File: config.mk
export PLATFORM = sky130hd
export DESIGN_NAME = sap_control_sequencer
export DESIGN_NICKNAME = d
export VERILOG_FILES = /design/src/rtl/sap_pkg.sv /design/src/rtl/sap_microcode_decode.sv /design/src/rtl/sap_control_sequencer.sv
export SDC_FILE = /design/constraint.sdc
export NUM_CORES = 1
export LEC_CHECK = 0
export CAP_MARGIN = 20
export CELL_PAD_IN_SITES_DETAIL_PLACEMENT = 1
export CELL_PAD_IN_SITES_GLOBAL_PLACEMENT = 1
export CORE_AREA = 4 4 69 52
export CTS_BUF_LIST = sky130_fd_sc_hd__clkbuf_8
export CTS_CLUSTER_DIAMETER = 60
export CTS_CLUSTER_SIZE = 40
export DETAILED_ROUTE_END_ITERATION = 12
export DIE_AREA = 0 0 73 56
export GPL_TIMING_DRIVEN = 0
export PLACE_DENSITY_LB_ADDON = 0.1
export SKIP_LAST_GASP = 1
export SYNTH_ARGS = -nofsm -noshare
export SYNTH_HDL_FRONTEND = slang
export SYNTH_SLANG_ARGS = --single-unit
File: constraint.sdc
create_clock -name clk -period 2.78 [get_ports clk]
set_input_delay 0.278 -clock clk [delete_from_list [all_inputs] [get_ports clk]]
set_output_delay 0.278 -clock clk [all_outputs]
set_load 0.1 [all_outputs]
File: src/rtl/sap_pkg.sv
// Shared opcodes, T-state encoding and control-word layout
// for the SAP control sequencer and its microcode decoder.
package sap_pkg;

    localparam int DATA_WIDTH   = 8;
    localparam int OPCODE_WIDTH = 4;
    localparam int NUM_STEPS    = 5;
    localparam int STEP_WIDTH   = 3;

    localparam logic [OPCODE_WIDTH-1:0] OP_NOP = 4'h0;
    localparam logic [OPCODE_WIDTH-1:0] OP_LDA = 4'h1;
    localparam logic [OPCODE_WIDTH-1:0] OP_ADD = 4'h2;
    localparam logic [OPCODE_WIDTH-1:0] OP_SUB = 4'h3;
    localparam logic [OPCODE_WIDTH-1:0] OP_STA = 4'h4;
    localparam logic [OPCODE_WIDTH-1:0] OP_LDI = 4'h5;
    localparam logic [OPCODE_WIDTH-1:0] OP_JMP = 4'h6;
    localparam logic [OPCODE_WIDTH-1:0] OP_JC  = 4'h7;
    localparam logic [OPCODE_WIDTH-1:0] OP_JZ  = 4'h8;
    localparam logic [OPCODE_WIDTH-1:0] OP_OUT = 4'hE;
    localparam logic [OPCODE_WIDTH-1:0] OP_HLT = 4'hF;

    localparam int CW_PC_OUT     = 0;
    localparam int CW_PC_INC     = 1;
    localparam int CW_JUMP       = 2;
    localparam int CW_MAR_LOAD   = 3;
    localparam int CW_RAM_OUT    = 4;
    localparam int CW_RAM_LOAD   = 5;
    localparam int CW_IR_LOAD    = 6;
    localparam int CW_IR_OUT     = 7;
    localparam int CW_A_LOAD     = 8;
    localparam int CW_A_OUT      = 9;
    localparam int CW_B_LOAD     = 10;
    localparam int CW_ALU_OUT    = 11;
    localparam int CW_ALU_SUB    = 12;
    localparam int CW_FLAGS_LOAD = 13;
    localparam int CW_OUT_LOAD   = 14;
    localparam int CW_HALT       = 15;
    localparam int CW_WIDTH      = 16;

    typedef enum logic [STEP_WIDTH-1:0] {
        T0 = 3'd0,
        T1 = 3'd1,
        T2 = 3'd2,
        T3 = 3'd3,
        T4 = 3'd4
    } step_e;

    typedef logic [CW_WIDTH-1:0] cw_t;

endpackage

File: src/rtl/sap_microcode_decode.sv
// Combinational microcode ROM: {opcode, step, flags} to control word.
// CW_HALT is an internal strobe that sets the halt latch.
module sap_microcode_decode
    import sap_pkg::*;
(
    input  logic [OPCODE_WIDTH-1:0] opcode,
    input  step_e                   step,
    input  logic                    flag_c,
    input  logic                    flag_z,
    output cw_t                     cw
);

    always_comb begin
        cw = '0;
        unique case (step)
            T0: begin
                cw[CW_PC_OUT]   = 1'b1;
                cw[CW_MAR_LOAD] = 1'b1;
            end
            T1: begin
                cw[CW_RAM_OUT] = 1'b1;
                cw[CW_IR_LOAD] = 1'b1;
                cw[CW_PC_INC]  = 1'b1;
            end
            T2: begin
                case (opcode)
                    OP_LDA, OP_ADD, OP_SUB, OP_STA: begin
                        cw[CW_IR_OUT]   = 1'b1;
                        cw[CW_MAR_LOAD] = 1'b1;
                    end
                    OP_LDI: begin
                        cw[CW_IR_OUT] = 1'b1;
                        cw[CW_A_LOAD] = 1'b1;
                    end
                    OP_JMP: begin
                        cw[CW_IR_OUT] = 1'b1;
                        cw[CW_JUMP]   = 1'b1;
                    end
                    OP_JC: begin
                        cw[CW_IR_OUT] = flag_c;
                        cw[CW_JUMP]   = flag_c;
                    end
                    OP_JZ: begin
                        cw[CW_IR_OUT] = flag_z;
                        cw[CW_JUMP]   = flag_z;
                    end
                    OP_OUT: begin
                        cw[CW_A_OUT]    = 1'b1;
                        cw[CW_OUT_LOAD] = 1'b1;
                    end
                    OP_HLT: cw[CW_HALT] = 1'b1;
                    default: cw = '0;
                endcase
            end
            T3: begin
                case (opcode)
                    OP_LDA: begin
                        cw[CW_RAM_OUT] = 1'b1;
                        cw[CW_A_LOAD]  = 1'b1;
                    end
                    OP_ADD, OP_SUB: begin
                        cw[CW_RAM_OUT] = 1'b1;
                        cw[CW_B_LOAD]  = 1'b1;
                    end
                    OP_STA: begin
                        cw[CW_A_OUT]    = 1'b1;
                        cw[CW_RAM_LOAD] = 1'b1;
                    end
                    default: cw = '0;
                endcase
            end
            T4: begin
                if (opcode == OP_ADD || opcode == OP_SUB) begin
                    cw[CW_ALU_OUT]    = 1'b1;
                    cw[CW_A_LOAD]     = 1'b1;
                    cw[CW_FLAGS_LOAD] = 1'b1;
                    cw[CW_ALU_SUB]    = (opcode == OP_SUB);
                end
            end
            default: cw = '0;
        endcase
    end

endmodule

File: src/rtl/sap_control_sequencer.sv
// SAP control unit: IR, T-state counter, flags and halt latch,
// with reset/halt gating of the decoded control word.
module sap_control_sequencer
    import sap_pkg::*;
(
    input  logic                  clk,
    input  logic                  rst,
    input  logic [DATA_WIDTH-1:0] bus,
    input  logic                  cf,
    input  logic                  zf,
    output logic                  pc_out,
    output logic                  pc_inc,
    output logic                  jump,
    output logic                  mar_load,
    output logic                  ram_out,
    output logic                  ram_load,
    output logic                  ir_load,
    output logic                  ir_out,
    output logic [3:0]            ir_operand,
    output logic                  a_load,
    output logic                  a_out,
    output logic                  b_load,
    output logic                  alu_out,
    output logic                  alu_sub,
    output logic                  flags_load,
    output logic                  out_load,
    output logic                  halt,
    output logic [STEP_WIDTH-1:0] step
);

    step_e                 step_q;
    logic [DATA_WIDTH-1:0] ir_q;
    logic                  flag_c_q;
    logic                  flag_z_q;
    logic                  halted_q;
    cw_t                   cw;
    cw_t                   cw_g;

    sap_microcode_decode u_decode (
        .opcode (ir_q[DATA_WIDTH-1 -: OPCODE_WIDTH]),
        .step   (step_q),
        .flag_c (flag_c_q),
        .flag_z (flag_z_q),
        .cw     (cw)
    );

    always_ff @(posedge clk) begin
        if (rst) begin
            step_q   <= T0;
            ir_q     <= '0;
            flag_c_q <= 1'b0;
            flag_z_q <= 1'b0;
            halted_q <= 1'b0;
        end else if (!halted_q) begin
            step_q <= (step_q == T4) ? T0 : step_e'(step_q + 3'd1);
            if (cw[CW_IR_LOAD])
                ir_q <= bus;
            if (cw[CW_FLAGS_LOAD]) begin
                flag_c_q <= cf;
                flag_z_q <= zf;
            end
            if (cw[CW_HALT])
                halted_q <= 1'b1;
        end
    end

    // Reset and halt both silence every control line immediately.
    assign cw_g = (rst || halted_q) ? '0 : cw;

    assign pc_out     = cw_g[CW_PC_OUT];
    assign pc_inc     = cw_g[CW_PC_INC];
    assign jump       = cw_g[CW_JUMP];
    assign mar_load   = cw_g[CW_MAR_LOAD];
    assign ram_out    = cw_g[CW_RAM_OUT];
    assign ram_load   = cw_g[CW_RAM_LOAD];
    assign ir_load    = cw_g[CW_IR_LOAD];
    assign ir_out     = cw_g[CW_IR_OUT];
    assign a_load     = cw_g[CW_A_LOAD];
    assign a_out      = cw_g[CW_A_OUT];
    assign b_load     = cw_g[CW_B_LOAD];
    assign alu_out    = cw_g[CW_ALU_OUT];
    assign alu_sub    = cw_g[CW_ALU_SUB];
    assign flags_load = cw_g[CW_FLAGS_LOAD];
    assign out_load   = cw_g[CW_OUT_LOAD];
    assign ir_operand = ir_q[3:0];
    assign halt       = halted_q & ~rst;
    assign step       = step_q;

endmodule

==> key figures <==
Run status
  – Status: complete, no violations

Finish
  – Fraction of layout cells with a size suffix above 1: between 20 and 25%
  – Area Growth Syn to Fin: 48.8%
  – Antenna cells: 0
  – Final net count: around 180
  – Commonest non-fill, non-tap cell in the layout: clkdlybuf4s50_1
  – Layout Utilization: 49.9%
  – Most frequent cells in the layout: 21 x clkdlybuf4s50_1, 17 x nor2_1, 11 x dfxtp_1, 10 x mux2i_1, 8 x nand2_1
  – Fill cell count: 352

Timing
  – Final Hold Viols: 0
  – Final setup vio count: 0
  – Least-Margin Pin Slew: around 1000 ps
  – Setup TNS: 0 ps
  – RSZ-0062 raised after global routing: false
  – Fin Clk Skew: between 2 and 2.5 ps
  – Setup slack after layout: roughly 110 ps
  – Final period util: between 90 and 100%
  – Max Freq: around 370 MHz
  – Fin. max-slew vios: 0
  – Final critical-path required period: approximately 2700 ps
  – Worst slew margin: roughly a third

Flow run
  – MaxCap Viol Count: 0

Floorplan
  – Die W: 73 um
  – Core ar.: about 0.0030 mm^2
  – Rows: 17
  – I/O pins: 35
  – Die area: just over 0.004 mm^2
  – Initial core utilization: 33.5%
  – Die Y: about 56 um

Setup path
  – Kind of critical path: register to primary output
  – Crit end category: primary output
  – Worst r2r path cells: 6
  – Worst setup SP type: register
  – Worst EP required: between 2000 and 3000 ps
  – WP data arrival: about 2400 ps
  – FF-to-FF setup slack: 1250 ps
  – CP max FO: 10

GRT
  – Met1 GRT Util: between 20% and 30%
  – GRT overflow: 0
  – Met3 Use GR: approximately 4.3%
  – First-pass GRT wire length: just under 5 mm
  – Number of global-route vias before repair: 1,069
  – Most used routing layer: met2
  – Largest net degree at the start of global routing: 11
  – Initial antenna violation count: 0
  – Total GRT Usage: ~15%
  – GRT met2 Usage: between 20% and 30%

Routing
  – WL per Instance: 15.1 um
  – Via count: a little under 1,000
  – Final ANT Viol Nets: 0
  – DRT iter0 DRCs: 22
  – Router iterations before antenna repair: 4
  – DRC viols: 0
  – DR vias/cell: 4.97
  – WL final: 2.94 mm

Synthesis
  – Post-synthesis cell type count: 38
  – Mapped Nets: 136
  – Top cell type's share of synthesized area: ~28%
  – Seq cells post-synth: 14
  – Syn Inst Count: about 120
  – Synth Warn #: 0
  – Syn Area/Cell: ~8.5 um^2
  – Post-synthesis sequential area ratio: approximately 28%
  – Asr flop ratio synth: 0%
  – Synth area leaders: dfxtp_1 28%, mux2i_1 10%, nor2_1 6.3%
  – Leading area contributor after synthesis: dfxtp_1
  – Post-Synthesis Cell Area: slightly above 0.001 mm^2
  – Dominant synthesized flop cell: dfxtp_1
  – Post-synth EDFFs: 0

Place
  – GPL Wtd Cong: ~0.8
  – IO buf count: 34
  – Detailed Place HPWL: roughly 2.4 mm
  – Setup WS pre-CTS: -252 ps

Clocking
  – H-tree depth: 1
  – CTS tree: done
  – Reg clk slew, reported paths: 60 ps
  – CTS root buffer: clkbuf_8
  – Sink Count: 14
  – TritonCTS Buffers: 3
  – Clock buffer depth: 2
  – Postcts setup bufs: 0
  – Clk_lat worst skew: about 250 ps

Power
  – Power Dens Cells: 508 mW/mm^2
  – Maximum vdd drop: between 0.2 and 0.3 mV
  – Overall power: between 700 and 800 uW
  – Static leakage: slightly below 0.6 nW

Min path
  – Hold path depth: 2
  – HP Class: register to register
==> worst max-delay path, stage by stage, from the launching register on <==
cell and delay, ps:
dfxtp_1 350, clkbuf_1 370, and4b_1 290, nand3b_1 130, a21oi_2 140, dlygate4sd2_1 860
==> kinds of logic (layout without fill, tap and decap cells) <==
group	after synthesis	count (layout)	synth area share, %
simple gates	53	53	32.5
buf+inv	19	57	10.9
compound gates	18	18	12.6
flops	14	14	27.9
mux	10	10	9.95
fa+ha+maj	5	5	6.22
==> final timing paths <==
check | startpoint | to
max | ir_q[5]$_SDFFE_PP0P_ | a_out
min | flag_z_q$_SDFFE_PP0P_ | flag_z_q$_SDFFE_PP0P_
max reg2reg | step[1]$_SDFFE_PP0N_ | ir_q[3]$_SDFFE_PP0P_
min reg2reg | flag_z_q$_SDFFE_PP0P_ | flag_z_q$_SDFFE_PP0P_
==> power by group <==
group          total [mW]  internal (mW)  switching, mW
registers           0.230          0.217         0.0128
logic               0.326          0.100          0.226
clock network       0.204          0.126         0.0785
total               0.760          0.443          0.317
==> per-layer routing <==
| metal | share of wire [%] | vias to the layer above | wire length, um |
|---|---|---|---|
| met5 | 0 | - | 0 |
| met4 | 1.5 | 0 | 44 |
| met3 | 4.2 | 7 | 125 |
| met2 | 47 | 20 | 1370 |
| met1 | 48 | 460 | 1400 |
| li1 | - | 482 | - |
==> per-stage QoR <==
step                      hold slack (ps)  instances  instance area [um^2]
after floorplan                       425        119                  1070
after global placement                475        191                  1460
after global routing                  543        195                  1500
after CTS                             507        195                  1510
final                                 502        195                  1500
after detailed placement              497        191                  1460
==> cell usage after synthesis, drive strengths merged, types with 2 or more instances <==
| cell | n |
|---|---|
| a2111oi | 2 |
| a211oi | 2 |
| a21oi | 4 |
| and2 | 2 |
| and3b | 2 |
| buf | 13 |
| clkbuf | 3 |
| dfxtp | 14 |
| ha | 5 |
| inv | 3 |
| mux2i | 10 |
| nand2 | 8 |
| nand2b | 4 |
| nand3b | 3 |
| nor2 | 17 |
| nor3 | 7 |
| nor4bb | 2 |
| o21a | 2 |
| o21ai | 2 |
| o21bai | 2 |
==> state kept, by name (all words and copies together), names as in the netlist <==
name / count
flag_c_q: 1
flag_z_q: 1
step: 3
ir_q: 8
halted_q: 1
==> timing repair <==
action,in CTS,in global routing
hold buffers,0,0
setup endpoints to repair,12,5
resized for setup,18,10
==> area by class of cell <==
cell class	instances	area (um^2)	area share, %
Tap cell	38	47.5	3.18
Clock buffer	4	55.1	3.68
Inverter	3	11.3	0.753
Buffer	16	103	6.86
Sequential cell	14	284	19.0
Timing Repair Buffer	34	320	21.4
Multi-Input combinational cell	86	676	45.2
No activity file was read; power rests on OpenSTA's default activity.
